## src/rtl/io_dev_sched_pkg.sv

```systemverilog
// io_dev_sched_pkg: shared types for the G-15 slow-device I/O scheduler.
//   io_dev_e          device code as carried in the host byte {dev, char}
//   io_sched_state_e  scheduler FSM states
//   pace_of()         word-time pacing for a device, given the three rates
package io_dev_sched_pkg;

  localparam int unsigned DEF_TYPE_PACE_WT  = 345;
  localparam int unsigned DEF_PUNCH_PACE_WT = 203;
  localparam int unsigned DEF_READ_PACE_WT  = 14;
  localparam int unsigned DEF_CNT_W         = 10;

  typedef enum logic [1:0] {
    DEV_TYPE  = 2'd0,
    DEV_PUNCH = 2'd1,
    DEV_READ  = 2'd2,
    DEV_KEYB  = 2'd3
  } io_dev_e;

  typedef enum logic [2:0] {
    IDLE, ARM, PACE, OUT_WAIT, OUT_XFER, IN_WAIT, IN_DELIVER
  } io_sched_state_e;

  // Keyboard shares the typewriter mechanism, so it shares its rate.
  function automatic int unsigned pace_of(io_dev_e d, int unsigned type_wt,
                                          int unsigned punch_wt, int unsigned read_wt);
    case (d)
      DEV_PUNCH: return punch_wt;
      DEV_READ:  return read_wt;
      default:   return type_wt;
    endcase
  endfunction

endpackage

```

## src/rtl/io_dev_sched_if.sv

```systemverilog
// io_dev_sched_if: control inputs from io_5_6, datapath char handshakes and
// host byte channel of the scheduler.
//   slave  : scheduler side
//   master : environment side (io_5_6, datapath, host bridge)
interface io_dev_sched_if;
  logic       T0, READY, SLOW_IN, SLOW_OUT, FAST, TYPE, PHOTO_TAPE_FWD;
  logic [5:0] out_char;
  logic       out_strobe;
  logic [5:0] in_char;
  logic       in_valid, in_ack;
  logic [7:0] tx_data;
  logic       tx_valid, tx_ready;
  logic [7:0] rx_data;
  logic       rx_valid, rx_ready;
  logic [1:0] dev;
  logic       busy, overrun, fast_unsup;

  modport slave (
    input  T0, READY, SLOW_IN, SLOW_OUT, FAST, TYPE, PHOTO_TAPE_FWD,
           out_char, out_strobe, in_ack, tx_ready, rx_data, rx_valid,
    output in_char, in_valid, tx_data, tx_valid, rx_ready, dev, busy, overrun, fast_unsup
  );

  modport master (
    output T0, READY, SLOW_IN, SLOW_OUT, FAST, TYPE, PHOTO_TAPE_FWD,
           out_char, out_strobe, in_ack, tx_ready, rx_data, rx_valid,
    input  in_char, in_valid, tx_data, tx_valid, rx_ready, dev, busy, overrun, fast_unsup
  );
endinterface

```

## src/rtl/io_dev_sched_pace_ctr.sv

```systemverilog
// io_pace_ctr: word-time pace counter.
//   i_clk/i_rst  clock, synchronous active-high reset
//   i_clr        force to 0
//   i_load       load i_load_val (beats a coincident i_t0)
//   i_t0         word-time pulse; decrements, saturating at 0
//   o_zero       count is 0
module io_pace_ctr #(
  parameter int unsigned CNT_W = 10
) (
  input  logic             i_clk,
  input  logic             i_rst,
  input  logic             i_clr,
  input  logic             i_load,
  input  logic [CNT_W-1:0] i_load_val,
  input  logic             i_t0,
  output logic             o_zero
);
  logic [CNT_W-1:0] r_cnt;

  always_ff @(posedge i_clk) begin
    if (i_rst)                     r_cnt <= '0;
    else if (i_clr)                r_cnt <= '0;
    else if (i_load)               r_cnt <= i_load_val;
    else if (i_t0 && r_cnt != '0)  r_cnt <= r_cnt - 1'b1;
  end

  assign o_zero = (r_cnt == '0);
endmodule

```

## src/rtl/io_dev_sched.sv

```systemverilog
// io_dev_sched: paces G-15 slow-device characters between the datapath and a
// host byte channel, one device at a time, at that device's word-time rate.
//   i_clk, i_rst   clock, synchronous active-high reset
//   bus (slave)    io_5_6 decode inputs, T0, datapath out/in handshakes,
//                  host tx/rx byte channel, dev/busy/overrun/fast_unsup status
module io_dev_sched
  import io_dev_sched_pkg::*;
#(
  parameter int unsigned TYPE_PACE_WT  = DEF_TYPE_PACE_WT,
  parameter int unsigned PUNCH_PACE_WT = DEF_PUNCH_PACE_WT,
  parameter int unsigned READ_PACE_WT  = DEF_READ_PACE_WT,
  parameter int unsigned CNT_W         = DEF_CNT_W
) (
  input  logic           i_clk,
  input  logic           i_rst,
  io_dev_sched_if.slave  bus
);
  io_sched_state_e  r_state, w_next;
  io_dev_e          r_dev, w_dec_dev;
  logic [5:0]       r_buf, r_in_char;
  logic             r_buf_full, r_abort_pend, r_overrun, r_fast_unsup;
  logic             w_abort, w_tx_hs, w_rx_take, w_in_done, w_strobe_win, w_fill;
  logic             w_zero, w_tx_valid, w_in_valid;
  logic [CNT_W-1:0] w_load_val;

  assign w_dec_dev = bus.SLOW_OUT ? (bus.TYPE ? DEV_TYPE : DEV_PUNCH)
                                  : (bus.PHOTO_TAPE_FWD ? DEV_READ : DEV_KEYB);
  assign w_abort   = bus.READY | (w_dec_dev != r_dev);
  assign w_tx_hs   = (r_state == OUT_XFER) & bus.tx_ready;
  assign w_rx_take = (r_state == IN_WAIT) & bus.rx_valid & (bus.rx_data[7:6] == 2'(r_dev));
  assign w_in_done = (r_state == IN_DELIVER) & bus.in_ack;
  // The out buffer can take a char while an out device is waiting, pacing,
  // or sending; in OUT_XFER it is always full, so a strobe there overruns.
  assign w_strobe_win = ~r_dev[1] & (r_state inside {OUT_WAIT, OUT_XFER, PACE});
  assign w_fill       = bus.out_strobe & w_strobe_win & ~r_buf_full;
  assign w_load_val   = CNT_W'(pace_of(r_dev, TYPE_PACE_WT, PUNCH_PACE_WT, READ_PACE_WT));

  io_pace_ctr #(.CNT_W(CNT_W)) u_pace (
    .i_clk(i_clk), .i_rst(i_rst), .i_clr(r_state == ARM), .i_load(w_tx_hs | w_in_done),
    .i_load_val(w_load_val), .i_t0(bus.T0), .o_zero(w_zero)
  );

  always_ff @(posedge i_clk) begin
    if (i_rst) r_state <= IDLE;
    else       r_state <= w_next;
  end

  always_comb begin
    w_next = r_state;
    unique case (r_state)
      IDLE:       if (~bus.READY & (bus.SLOW_IN | bus.SLOW_OUT) & ~bus.FAST) w_next = ARM;
      // r_dev is not latched yet, so only READY can abort here.
      ARM:        w_next = bus.READY ? IDLE : (w_dec_dev[1] ? IN_WAIT : OUT_WAIT);
      OUT_WAIT:   if (w_abort) w_next = IDLE;
                  else if (r_buf_full | bus.out_strobe) w_next = OUT_XFER;
      // A started host transfer is never torn down; an abort seen meanwhile
      // is remembered and taken at the handshake.
      OUT_XFER:   if (bus.tx_ready) w_next = (r_abort_pend | w_abort) ? IDLE : PACE;
      IN_WAIT:    if (w_abort) w_next = IDLE;
                  else if (w_rx_take) w_next = IN_DELIVER;
      IN_DELIVER: if (w_abort) w_next = IDLE;
                  else if (bus.in_ack) w_next = PACE;
      PACE:       if (w_abort) w_next = IDLE;
                  else if (w_zero) w_next = r_dev[1] ? IN_WAIT : (r_buf_full ? OUT_XFER : OUT_WAIT);
      default:    w_next = IDLE;
    endcase
  end

  always_ff @(posedge i_clk) begin
    if (i_rst) begin
      r_dev        <= DEV_TYPE;
      r_buf        <= '0;
      r_buf_full   <= 1'b0;
      r_in_char    <= '0;
      r_abort_pend <= 1'b0;
      r_overrun    <= 1'b0;
      r_fast_unsup <= 1'b0;
    end else begin
      r_fast_unsup <= bus.FAST & ~bus.READY;
      if (r_state == ARM) r_dev <= w_dec_dev;
      if (w_next == IDLE || w_tx_hs) r_buf_full <= 1'b0;
      else if (w_fill) begin
        r_buf_full <= 1'b1;
        r_buf      <= bus.out_char;
      end
      if (w_rx_take) r_in_char <= bus.rx_data[5:0];
      r_abort_pend <= (r_state == OUT_XFER) & (r_abort_pend | w_abort);
      if (bus.READY) r_overrun <= 1'b0;
      else if (bus.out_strobe & w_strobe_win & r_buf_full) r_overrun <= 1'b1;
    end
  end

  assign w_tx_valid = (r_state == OUT_XFER);
  assign w_in_valid = (r_state == IN_DELIVER);

  always_comb begin
    bus.tx_valid   = w_tx_valid;
    bus.tx_data    = w_tx_valid ? {2'(r_dev), r_buf} : 8'h00;
    bus.rx_ready   = (r_state == IN_WAIT);
    bus.in_valid   = w_in_valid;
    bus.in_char    = w_in_valid ? r_in_char : 6'h00;
    bus.dev        = 2'(r_dev);
    bus.busy       = (r_state != IDLE);
    bus.overrun    = r_overrun;
    bus.fast_unsup = r_fast_unsup;
  end
endmodule
```

## src/flat_wrapper.sv

```systemverilog
// flat-port wrapper written by rule: the top's interface ports become plain ports
module io_dev_sched_flat import io_dev_sched_pkg::*;
#(
  parameter int unsigned TYPE_PACE_WT  = DEF_TYPE_PACE_WT,
  parameter int unsigned PUNCH_PACE_WT = DEF_PUNCH_PACE_WT,
  parameter int unsigned READ_PACE_WT  = DEF_READ_PACE_WT,
  parameter int unsigned CNT_W         = DEF_CNT_W
)
  (i_clk, i_rst, bus_T0, bus_READY, bus_SLOW_IN, bus_SLOW_OUT, bus_FAST, bus_TYPE, bus_PHOTO_TAPE_FWD, bus_out_char, bus_out_strobe, bus_in_ack, bus_tx_ready, bus_rx_data, bus_rx_valid, bus_in_char, bus_in_valid, bus_tx_data, bus_tx_valid, bus_rx_ready, bus_dev, bus_busy, bus_overrun, bus_fast_unsup);
  io_dev_sched_if bus_i ();
  input  logic i_clk;
  input  logic i_rst;
  input wire logic [$bits(bus_i.T0)-1:0] bus_T0;
  input wire logic [$bits(bus_i.READY)-1:0] bus_READY;
  input wire logic [$bits(bus_i.SLOW_IN)-1:0] bus_SLOW_IN;
  input wire logic [$bits(bus_i.SLOW_OUT)-1:0] bus_SLOW_OUT;
  input wire logic [$bits(bus_i.FAST)-1:0] bus_FAST;
  input wire logic [$bits(bus_i.TYPE)-1:0] bus_TYPE;
  input wire logic [$bits(bus_i.PHOTO_TAPE_FWD)-1:0] bus_PHOTO_TAPE_FWD;
  input wire logic [$bits(bus_i.out_char)-1:0] bus_out_char;
  input wire logic [$bits(bus_i.out_strobe)-1:0] bus_out_strobe;
  input wire logic [$bits(bus_i.in_ack)-1:0] bus_in_ack;
  input wire logic [$bits(bus_i.tx_ready)-1:0] bus_tx_ready;
  input wire logic [$bits(bus_i.rx_data)-1:0] bus_rx_data;
  input wire logic [$bits(bus_i.rx_valid)-1:0] bus_rx_valid;
  output wire logic [$bits(bus_i.in_char)-1:0] bus_in_char;
  output wire logic [$bits(bus_i.in_valid)-1:0] bus_in_valid;
  output wire logic [$bits(bus_i.tx_data)-1:0] bus_tx_data;
  output wire logic [$bits(bus_i.tx_valid)-1:0] bus_tx_valid;
  output wire logic [$bits(bus_i.rx_ready)-1:0] bus_rx_ready;
  output wire logic [$bits(bus_i.dev)-1:0] bus_dev;
  output wire logic [$bits(bus_i.busy)-1:0] bus_busy;
  output wire logic [$bits(bus_i.overrun)-1:0] bus_overrun;
  output wire logic [$bits(bus_i.fast_unsup)-1:0] bus_fast_unsup;
  assign bus_i.T0 = bus_T0;
  assign bus_i.READY = bus_READY;
  assign bus_i.SLOW_IN = bus_SLOW_IN;
  assign bus_i.SLOW_OUT = bus_SLOW_OUT;
  assign bus_i.FAST = bus_FAST;
  assign bus_i.TYPE = bus_TYPE;
  assign bus_i.PHOTO_TAPE_FWD = bus_PHOTO_TAPE_FWD;
  assign bus_i.out_char = bus_out_char;
  assign bus_i.out_strobe = bus_out_strobe;
  assign bus_i.in_ack = bus_in_ack;
  assign bus_i.tx_ready = bus_tx_ready;
  assign bus_i.rx_data = bus_rx_data;
  assign bus_i.rx_valid = bus_rx_valid;
  assign bus_in_char = bus_i.in_char;
  assign bus_in_valid = bus_i.in_valid;
  assign bus_tx_data = bus_i.tx_data;
  assign bus_tx_valid = bus_i.tx_valid;
  assign bus_rx_ready = bus_i.rx_ready;
  assign bus_dev = bus_i.dev;
  assign bus_busy = bus_i.busy;
  assign bus_overrun = bus_i.overrun;
  assign bus_fast_unsup = bus_i.fast_unsup;
  io_dev_sched #(.TYPE_PACE_WT(TYPE_PACE_WT), .PUNCH_PACE_WT(PUNCH_PACE_WT), .READ_PACE_WT(READ_PACE_WT), .CNT_W(CNT_W)) u_core (.i_clk(i_clk), .i_rst(i_rst), .bus(bus_i));
endmodule
```

## config.mk

```make
export PLATFORM = sky130hd
export DESIGN_NAME = io_dev_sched_flat
export DESIGN_NICKNAME = d
export VERILOG_FILES = /design/src/rtl/io_dev_sched_pkg.sv /design/src/rtl/io_dev_sched_if.sv /design/src/rtl/io_dev_sched_pace_ctr.sv /design/src/rtl/io_dev_sched.sv /design/src/flat_wrapper.sv
export SDC_FILE = /design/constraint.sdc
export NUM_CORES = 1
export LEC_CHECK = 0
export ABC_AREA = 1
export CORE_AREA = 2 2 69 71
export CTS_BUF_LIST = sky130_fd_sc_hd__clkbuf_4 sky130_fd_sc_hd__clkbuf_8
export DETAILED_ROUTE_END_ITERATION = 6
export DIE_AREA = 0 0 71 73
export GPL_ROUTABILITY_DRIVEN = 0
export GPL_TIMING_DRIVEN = 0
export PLACE_DENSITY_LB_ADDON = 0.12
export SYNTH_ARGS = -nofsm -noshare
export SYNTH_HDL_FRONTEND = slang
export SYNTH_SLANG_ARGS = --single-unit
```

## constraint.sdc

```tcl
create_clock -name i_clk -period 1.5 [get_ports i_clk]
set_input_delay 0.375 -clock i_clk [delete_from_list [all_inputs] [get_ports i_clk]]
set_output_delay 0.375 -clock i_clk [all_outputs]
set_load 0.02 [all_outputs]
```

==> results.txt <==
- Result of the run: complete, but fails checks
* Violations in the final reports: negative setup slack
* WL per Instance: between 10 and 15 um
* Clock-pin transition on the worst setup and hold timing paths: 0.07 ns
- Global routing finished with a remaining overflow of 0.
- Headroom to the max-slew limit came out at 0.819.
- Worst min-delay path category: reg -> reg
* Fmax: 595 MHz
- Most used DFF post-synth: sky130_fd_sc_hd__dfxtp_1
- During synthesis, Yosys emitted a total of 0 warnings.
* Fraction of registers with async set or reset after synthesis: 0
- In this run the core area contains 25 standard-cell rows.
- The count of cells in the finished layout, fillers not included, comes to 436.
* Antenna diode instance count: 0
* Setup violation total in the final timing report: 32
- Arr. time, crit path: between 1 and 1.5 ns
* Mean post-synth cell area: roughly 6.6 um^2
- Post-placement cell count: about 400
- Worst Clk Skew: approximately 0.0037 ns
- Sequential share of the synthesized area: 0.317
* Period minus WS final: about 1.7 ns
- Area share of the largest cell type after synthesis: 0.317
- The floorplan step defined a die boundary enclosing between 5000 and 6000 um^2.
- For the worst setup path, the data required time is 1.12 ns.
* Hold Crit Endpoint: u_core.r_in_char[4]
- Slew at the pin closest to its max-slew limit: about 0.27 ns
* Insertion delay to the later sink of the worst-skew pair: 0.29 ns
- Placeable core region: roughly 4500 um^2
* Buffer cell driving the clock tree root: sky130_fd_sc_hd__clkbuf_8
- In this run, the number of DRC markers left after iteration 0 of detailed routing was 141.
- The worst setup path is of the reg -> out kind.
* Number of global-route vias before repair: about 2,000
* Reg2Reg Setup Slack: -0.18 ns
- At the end of the flow, the number of nets in the layout was around 410.
- Counting cells, the worst reg-to-reg path comes to 12.
- Setup slack on the critical path of the routed design comes to -0.182 ns.
- The startpoint identified for the worst hold timing path is u_core.r_in_char[4].
- Port buffering added 48 buffers.
- Synthesis produced a netlist whose cell count is between 200 and 300.
* Post-Syn Nets: roughly 330
- Count of unresolved DRC violations after routing: 0
* Hold-fix buffers at CTS: 0
- Fill cells in the final layout number ~360.
* Post-synthesis instance area: around 2000 um^2
- Power spread over the standard cell area amounts to around 1100 nW/um^2.
- The worst setup path is captured at an output pin.
- The area growth from synthesis to layout is 64.9%.
* Total routing usage reported by global routing: 0.229
- Initial antenna violation count: 0
- Summing over every cut layer, the via total after detailed routing is between 2,000 and 2,500.
- Detailed placement ended at an HPWL of between 3000 and 4000 um.
* Maximum vdd ir drop: ~0.00069 V
- Post-synthesis register bit count: 31
* Number of flops mapped to enable cells by yosys: 0
* Highest fanout seen on the critical path: 4
- H-tree levels: 2
- Of the available clock period, the critical path in the final layout requires 1.12.
- Of the cells placed in the final design, the portion with a size suffix greater than 1 is 0.421.
* Vertical die dimension: 73 um
* Overall power after layout: roughly 3600 uW
* Number of hold violations in the final report: 0
- At the placement stage, the worst setup path has a slack of -0.777 ns.
* Largest area contributor in the synthesized netlist: sky130_fd_sc_hd__dfxtp_1
- In this run the remaining antenna-violating nets after routing total 0.
* Aggregate routed wire length: between 5000 and 6000 um
- Synth unique cells: 40
- Post-DR vias/cell: roughly 5.0
- Chip width: slightly above 70 um
* Reg-to-reg critical path startpoint: u_core.r_state[0]
- LEAKAGE: approximately 0.0014 uW
- Pin placement for this block handled 49 I/O pins.
* Initial standard-cell utilization of the core: 0.432
- Ranked by total cell area, the synthesized netlist is headed by sky130_fd_sc_hd__dfxtp_1, sky130_fd_sc_hd__nand2_1, sky130_fd_sc_hd__nor2_1.
- The worst register-to-register path ends at u_core.r_buf[5].
* Number of detailed-route iterations in the first pass: 4
* Most common cell after layout, fill and taps aside: sky130_fd_sc_hd__nand2_1
- Max-cap violations in this run came to 0.
- TritonCTS built the clock tree.
- The top cell types in the final layout, fill and taps aside, are sky130_fd_sc_hd__nand2_1, sky130_fd_sc_hd__inv_1, sky130_fd_sc_hd__nor2_1, sky130_fd_sc_hd__buf_4, sky130_fd_sc_hd__dfxtp_1.
- Max Slew Vio Count: 0
- Clk buf depth: 2
- The worst setup path is launched from a flop.
- Number of stages on the worst hold path: 2
- Entering global routing, the biggest net connects 13 pins.
- Wire length of the first global-routing pass: a little over 9000 um
* Clock Sink Count: 31
- Total CTS buffers: 5
- Setup repair after global routing could not meet its margin everywhere.
Yosys cell counts, types with 4 or more instances:
cell type and instances:
sky130_fd_sc_hd__dfxtp_1 31, sky130_fd_sc_hd__ha_1 5, sky130_fd_sc_hd__nand2_1 57, sky130_fd_sc_hd__nor2_1 53
sky130_fd_sc_hd__a21oi_1 17, sky130_fd_sc_hd__o21ai_0 12, sky130_fd_sc_hd__inv_1 52, sky130_fd_sc_hd__nand3_1 9
sky130_fd_sc_hd__inv_2 4, sky130_fd_sc_hd__nand4_1 10
cells by family after synthesis:
logic type / share of synthesized area
AO/OA/AOI/OAI: 0.142
flip-flops: 0.317
XOR/XNOR: 0.0134
AND/OR/NAND/NOR: 0.368
buffers and inverters: 0.127
adder cells (fa/ha/maj): 0.0319
power breakdown:
group / switching [uW] / internal, uW
registers: 143 / 950
clock network: 332 / 437
logic: 965 / 767
what timing repair did:
action / CTS / global route
pin swaps: 35 / 20
resized for setup: 160 / 72
endpoints found under the hold margin: 0 / 0
setup endpoints to repair: 45 / 41
setup buffers: 26 / 7
gates cloned: 1 / 0
critical path, stage by stage (launching register included):
cell	delay (ns)
sky130_fd_sc_hd__dfxtp_4	0.38
sky130_fd_sc_hd__inv_8	0.08
sky130_fd_sc_hd__nand2_4	0.07
sky130_fd_sc_hd__nor2_8	0.15
sky130_fd_sc_hd__buf_12	0.12
sky130_fd_sc_hd__buf_4	0.10
sky130_fd_sc_hd__buf_6	0.10
worst max path at each step:
stage / from / slack (ns) / cells past startpoint / endpoint
CTS: u_core.u_pace.r_cnt[1] / -0.18 / 15 / u_core.r_buf[5]
floorplan: u_core.r_state[0] / -0.008 / 11 / u_core.u_pace.r_cnt[9]
global route: u_core.r_state[0] / -0.31 / 12 / u_core.r_buf[1]
finish: u_core.r_state[1] / -0.18 / 6 / bus_tx_valid
global placement: bus_SLOW_OUT / -0.75 / 14 / u_core.r_buf[1]
detailed placement: bus_SLOW_OUT / -0.78 / 14 / u_core.r_buf[4]
layer usage:
layer,share of wire,global-route usage
met1,0.42,0.301
met2,0.51,0.370
met3,0.048,0.0539
met4,0.017,0.0839
met5,0,0
sequential cells by signal, indices dropped and copies added (netlist names):
name	cells
u_core.r_abort_pend	1
u_core.r_state	3
u_core.bus.fast_unsup	1
u_core.u_pace.r_cnt	10
u_core.r_in_char	6
u_core.r_buf_full	1
u_core.r_buf	6
u_core.bus.overrun	1
u_core.bus.dev	2
through the flow:
step	instance area, um^2	TNS (ns)	hold WS [ns]	util
floorplan	1970	-0.00810	0.430	-
global placement	2520	-17.69	0.441	0.556
detailed placement	2520	-18.38	0.447	0.556
CTS	2950	-2.87	0.456	0.650
global route	3230	-6.83	0.465	0.713
finish	3230	-3.68	0.459	0.713
final cells by class:
class	count	area, um^2	share of cell area
sequential	31	649	0.201
tap	54	67.6	0.0209
inverter	59	254	0.0786
clock buffer	8	104	0.0321
timing repair buffer	79	724	0.224
multi-input combinational	203	1410	0.437
buffer	2	20.0	0.00619
Note: power is estimated with default switching activity, not from simulation.
